===== src/rtl/mx4_scan_pkg.sv =====
// Shared definitions for the mx4 scan controller: FSM encodings and dwell bounds.
package mx4_scan_pkg;

  localparam int unsigned DWELL_MIN = 1;
  localparam int unsigned DWELL_MAX = 16;
  localparam int unsigned CNT_W     = 4;
  localparam int unsigned NUM_CH    = 4;
  localparam int unsigned SEL_W     = 2;

  typedef enum logic [1:0] {
    IDLE = 2'b00,
    SCAN = 2'b01,
    DONE = 2'b10
  } state_t;

endpackage


===== src/rtl/mx4.sv =====
// Plain 4:1 multiplexer: y follows d[s] combinationally.
module mx4
  import mx4_scan_pkg::*;
(
  input  logic [NUM_CH-1:0] d,
  input  logic [SEL_W-1:0]  s,
  output logic              y
);

  assign y = d[s];

endmodule


===== src/rtl/mx4_scan_ctrl.sv =====
// Steps a 4:1 mux through all channels, dwelling DWELL cycles on each, and captures one sample per channel.
// Optional parity output on the captured word is enabled with MX4_SCAN_PARITY_EN.
module mx4_scan_ctrl
  import mx4_scan_pkg::*;
#(
  parameter int unsigned DWELL = 1
)
(
  input  logic              clk,
  input  logic              reset,
  input  logic              start,
  input  logic [NUM_CH-1:0] d,
  output logic [SEL_W-1:0]  s,
  output logic              y,
  output logic              busy,
  output logic              done,
  output logic [NUM_CH-1:0] q
`ifdef MX4_SCAN_PARITY_EN
  ,
  output logic              parity
`endif
);

  // Out-of-range DWELL values are clamped into the supported window.
  localparam int unsigned DWELL_EFF = (DWELL < DWELL_MIN) ? DWELL_MIN :
                                      (DWELL > DWELL_MAX) ? DWELL_MAX : DWELL;
  localparam logic [CNT_W-1:0] CNT_LAST = CNT_W'(DWELL_EFF - 1);

  state_t              state;
  state_t              state_nxt;
  logic [CNT_W-1:0]    cnt;
  logic [CNT_W-1:0]    cnt_nxt;
  logic [SEL_W-1:0]    s_nxt;
  logic [NUM_CH-1:0]   shadow;
  logic [NUM_CH-1:0]   shadow_nxt;
  logic [NUM_CH-1:0]   q_nxt;
  logic                busy_nxt;
  logic                done_nxt;

  mx4 u_mx4 (
    .d (d),
    .s (s),
    .y (y)
  );

  always_ff @(posedge clk or posedge reset) begin
    if (reset) begin
      state  <= IDLE;
      s      <= '0;
      cnt    <= '0;
      shadow <= '0;
      q      <= '0;
      busy   <= 1'b0;
      done   <= 1'b0;
`ifdef MX4_SCAN_PARITY_EN
      parity <= 1'b0;
`endif
    end else begin
      state  <= state_nxt;
      s      <= s_nxt;
      cnt    <= cnt_nxt;
      shadow <= shadow_nxt;
      q      <= q_nxt;
      busy   <= busy_nxt;
      done   <= done_nxt;
`ifdef MX4_SCAN_PARITY_EN
      parity <= ^q_nxt;
`endif
    end
  end

  // Next-state and registered-output values; start is only honoured in IDLE.
  always_comb begin
    state_nxt  = state;
    s_nxt      = s;
    cnt_nxt    = cnt;
    shadow_nxt = shadow;
    q_nxt      = q;
    busy_nxt   = 1'b0;
    done_nxt   = 1'b0;

    unique case (state)
      IDLE: begin
        if (start) begin
          state_nxt  = SCAN;
          s_nxt      = '0;
          cnt_nxt    = '0;
          shadow_nxt = '0;
          busy_nxt   = 1'b1;
        end
      end
      SCAN: begin
        busy_nxt = 1'b1;
        if (cnt == CNT_LAST) begin
          cnt_nxt       = '0;
          shadow_nxt[s] = y;
          if (s == SEL_W'(NUM_CH - 1)) begin
            // Last channel goes straight into q since shadow is not yet updated.
            state_nxt = DONE;
            q_nxt     = {y, shadow[NUM_CH-2:0]};
            busy_nxt  = 1'b0;
            done_nxt  = 1'b1;
          end else begin
            s_nxt = s + SEL_W'(1);
          end
        end else begin
          cnt_nxt = cnt + CNT_W'(1);
        end
      end
      DONE: begin
        state_nxt = IDLE;
      end
      default: begin
        state_nxt = IDLE;
      end
    endcase
  end

endmodule

===== config.mk =====
export PLATFORM = sky130hd
export DESIGN_NAME = mx4_scan_ctrl
export DESIGN_NICKNAME = d
export VERILOG_FILES = /design/src/rtl/mx4_scan_pkg.sv /design/src/rtl/mx4.sv /design/src/rtl/mx4_scan_ctrl.sv
export SDC_FILE = /design/constraint.sdc
export NUM_CORES = 1
export LEC_CHECK = 0
export CAP_MARGIN = 25
export CORE_MARGIN = 1.5
export CORE_UTILIZATION = 49
export CTS_CLUSTER_DIAMETER = 100
export DETAILED_ROUTE_END_ITERATION = 12
export HOLD_SLACK_MARGIN = 0.15
export PLACE_DENSITY_LB_ADDON = 0.08
export SETUP_SLACK_MARGIN = 0.4
export SLEW_MARGIN = 10
export SYNTH_ARGS = -nofsm -noshare
export SYNTH_HDL_FRONTEND = slang
export SYNTH_HIERARCHICAL = 1
export SYNTH_SLANG_ARGS = --single-unit

===== constraint.sdc =====
create_clock -name clk -period 2.35 [get_ports clk]
set_input_delay 0.705 -clock clk [delete_from_list [all_inputs] [get_ports clk]]
set_output_delay 0.705 -clock clk [all_outputs]
set_load 0.01 [all_outputs]

Word level (Yosys, flattened, before mapping)
Index checks and enable logic that the tools add are counted.
- register bits after elaboration: 18
- latch bits: 0
- memory bits (writable): 0
- bits in read-only memories: 0
- input port bits: 7
- output and inout bits: 9
- logic and storage cells: 51
- memories: 0
- add/subtract/negate cells: 2
- multiply operators: 0
- div/mod/pow operators: 0
- magnitude comparators: 2
- equal/unequal tests: 6
- shifts and indexed selects: 0
- muxes and demuxes: 25
- bitwise operators: 0
- reductions and logical operators: 9
- operator list (kind ; count):
    $pmux 4 s2 ; 2
    $mux 2 ; 6
    $mux 4 ; 3
    $reduce_and 3->1 ; 3
    $mux 1 ; 8
    $ne 2x2->1 const B ; 4
    $pmux 2 s2 ; 2
    $add 4x1->4 const B ; 1
    $bwmux 4 ; 1
    $logic_not 4->1 ; 1
    $reduce_and 4->1 ; 1
    $lt 2x3->1 const B ; 1
    $add 2x1->2 const B ; 1
    $bmux 1 s2 ; 1
    $demux 1 s2 ; 1
    $eq 2x1->1 const B ; 1
    $eq 2x2->1 const B ; 1
    $ge 2x1->1 const B ; 1
    $logic_not 2->1 ; 1
    $pmux 1 s2 ; 1
    $reduce_and 2->1 ; 1
    $reduce_bool 2->1 ; 1
    $logic_and 1x1->1 ; 1

Longest topological paths before layout
- word-level depth: 7
- gate-level depth with buffers: 6
- gate-level depth less buffers: 5

By module
Netlist, hierarchy kept.
- by module, submodules not included (module ; times used ; cells each ; area an instance (um^2) ; seq. area each (um^2)):
    mx4_scan_ctrl ; 1 ; 71 ; 833.3 ; 425.4
    mx4 ; 1 ; 1 ; 22.5 ; 0.0

Worst setup path after synthesis
OpenSTA, ideal clock, no wires.
- path type: input port to output port
- start point: input port d[3]
- end point: output port y
- arrival time: 1.207 ns
- data required time: 1.645 ns
- path slack: 0.438 ns
- cell stages on the path: 1
- path buffers: 0
- cell sequence: mux4_2
- word-level cells in the longest chain between the ends: 2
- ends and longest elaborated chain (item ; RTL line ; source):
    from (decl) ; mx4_scan_ctrl.sv:12 ; input logic [NUM_CH-1:0] d,
    $bmux 1 s2 ; mx4.sv:10 ; assign y = d[s];
    $mux 1 (not written as such) ; mx4.sv:10 ;
    to (decl) ; mx4_scan_ctrl.sv:14 ; output logic y,
No other way between the ends. The select of a mux whose other input is x is not followed.

Worst setup path in the final report
Same ends and word-level chain as after synthesis.

==> out/qor.csv <==
metric,value,unit
run_status,"complete, no violations",
slowest_stage,mux4_2,
arrival,1420,ps
tns,0,ps
dr_total_vias,641,
pin_count,16,
ant_nets,0,
cts_max_path_buffers,2,
die_area,0.00201,mm²
p_sw_share,36.3,%
p_total,1.26,mW
worstHoldPathType,reg -> reg,
yosys-top-cells-count,"dfrtp_1 (17), nand2_1 (7), ha_1 (6), inv_1 (6), nand3_1 (6)",
grt_pass1_wl,2.75,mm
drc_errors,0,
wl_met2,771,µm
finalInstanceArea,0.00106,mm²
met1Wirelength,779,µm
hold_viol,0,
wirelength,1.64,mm
synth_nets,85,
yosysTopAreaCell,dfrtp_1,
via_per_inst,5.83,
grt_start_max_net_pins,18,
drive_above_1_share,23.4,%
synth_warnings,6,
clockRootBuffer,clkbuf_4,
clkPwrFrac,12.3,%
final.setup_skew,3.53,ps
hpwl,1.17,mm
nets,108,
h-tree-depth,1,
layout_min_cycle_time,2130,ps
numCtsBuffers,3,
core,0.00158,mm²
wl_per_cell,14.9,µm
crit_chain,buf_6 > mux4_2 > buf_6,
insertedDiodeCount,0,
grt_pass1_vias,615,
wl_met3,72,µm
insertion_delay,280,ps
cp_common_cell,buf_6,
ys_seq_area_share,49.7,%
avgSynthCellArea,11.9,µm²
top_layer,met4,
synthTopCellsByArea,"dfrtp_1 (50%), ha_1 (8.8%), mux2_2 (6.6%), mux2i_1 (3.5%), nand3_1 (3.5%)",
pwr-share-comb,47.5,%
cp-end-kind,primary output,
max_freq,470,MHz
synth_edf_count,0,
fillers,123,
switching_power,0.458,mW
synth_ff_type,dfrtp_1,
grt_setup_unrepaired,true,
multiInputGateArea,389,µm²
slew_headroom,57.1,%
io_buffers,15,
grt_usage,19.5,%
ctsHoldBuffers,0,
synth.most_common_cell,dfrtp_1,
critPathMaxFanout,2,
dr.pass1.iters,5,
clkTransAtPathRegs,100,ps
ff_latch_area,425,µm²
layout.cells.non_filler,110,
cp-start-kind,input port,
post-route-util,67.4,%
place_inst,103,
yosysTopAreaCellShare,49.7,%
place.gp.congestion,0.783,
timing.final.crit_share,90.6,%
cts_tree,done,
r2r_slack,530,ps
numClockSinks,17,
p_leak,0.522,nW
finalSetupViolCount,0,
drt-initial-drc-count,7,
intPower,0.802,mW
synth.distinct_cells,26,
worstPathRequired,1640,ps
syn_area,856,µm²
powerDensity,1190,mW/mm²
maxCapViolCount,0,
syn_to_final_growth,24.1,%
synthCells,72,
overflow,0,
async_reset_ff_share,100,%
antenna_found_initial,0,
synth-seq-cells,17,
dpl_cell_area,0.00102,mm²
irDropWorstVdd,0.667,mV
fp.dieW,44.8,µm
worst_pin_slew,643,ps
die_y,44.8,µm
start_util,54.3,%
worstSetupPathType,in -> out,
rows,14,
pwr-share-seq,40.2,%
drv_slew,0,
slowest_delay,490,ps
-- critical path, delay by kind of cell --
family	cells	cell delay, ps
multiplexers	1	490
buffers and inverters	2	230
-- placed cells by master, fill, tap and decap left out, types with 2 or more instances in the layout --
cell type	n
nand2_1	7
clkdlybuf4s50_1	8
o311ai_0	2
buf_2	2
and3_1	2
clkbuf_4	3
inv_1	6
dfrtp_1	17
a31oi_1	2
mux2i_1	3
mux2_2	5
dlygate4sd2_1	2
buf_4	5
nand3_1	6
ha_1	6
buf_6	3
-- state kept, by name (all words and copies together) (netlist names) --
signal  flops
cnt         4
busy        1
s           2
done        1
shadow      3
state       2
q           4
-- layer usage --
| metal | GRT usage (%) | vias up |
|---|---|---|
| li1 | - | 306 |
| met1 | 25.3 | 314 |
| met2 | 31.6 | 19 |
| met3 | 4.00 | 2 |
| met4 | 8.82 | 0 |
| met5 | 0 | - |
-- cell type report --
class,count,area share [%]
sequential,17,40.0
multi-input combinational,47,36.6
timing repair buffer,20,16.8
clock buffer,4,2.47
inverter,6,2.12
tap,16,1.88
-- logic make-up (layout without fill, tap and decap cells) --
kind of cell | count (synthesis) | after routing | share of synthesized area (%)
AND/OR/NAND/NOR | 23 | 23 | 15.6
flip-flops | 17 | 17 | 49.7
AO/OA/AOI/OAI | 9 | 9 | 8.33
multiplexers | 9 | 9 | 12.7
buffers and inverters | 8 | 30 | 4.82
adder cells (fa/ha/maj) | 6 | 6 | 8.77
-- worst paths after layout --
| kind | end | depth (start not counted) | start |
|---|---|---|---|
| min | q[2]$_DFFE_PP0P_ | 1 | q[2]$_DFFE_PP0P_ |
| min reg2reg | q[2]$_DFFE_PP0P_ | 1 | q[2]$_DFFE_PP0P_ |
| max | y | 3 | d[3] |
| max in group asynchronous | shadow[0]$_DFFE_PP0P_ | 2 | reset |
| min in group asynchronous | s[1]$_DFFE_PP0P_ | 2 | reset |
| max reg2reg | q[0]$_DFFE_PP0P_ | 3 | state[0]$_DFFE_PP0P_ |
-- repair_timing --
action | in CTS | in global routing
resized for setup | 21 | 0
setup buffers | 2 | 1
endpoints found under the setup margin | 3 | 1
-- metrics by stage --
stage	hold slack [ps]	setup WS, ps
after floorplan	479	438
after detailed placement	500	-457
after global placement	489	-432
after global routing	536	201
final	517	221
after CTS	524	215
-- power by group through the flow --
stage	sequential [mW]	combinational [mW]	clock, mW
2_1_floorplan	0.513	0.345	0
3_3_place_gp	0.508	0.555	0
3_5_place_dp	0.515	0.565	0
4_1_cts	0.506	0.585	0.161
5_1_grt	0.519	0.671	0.176
6_report	0.507	0.598	0.155
Power figures use the tool's default switching activity.
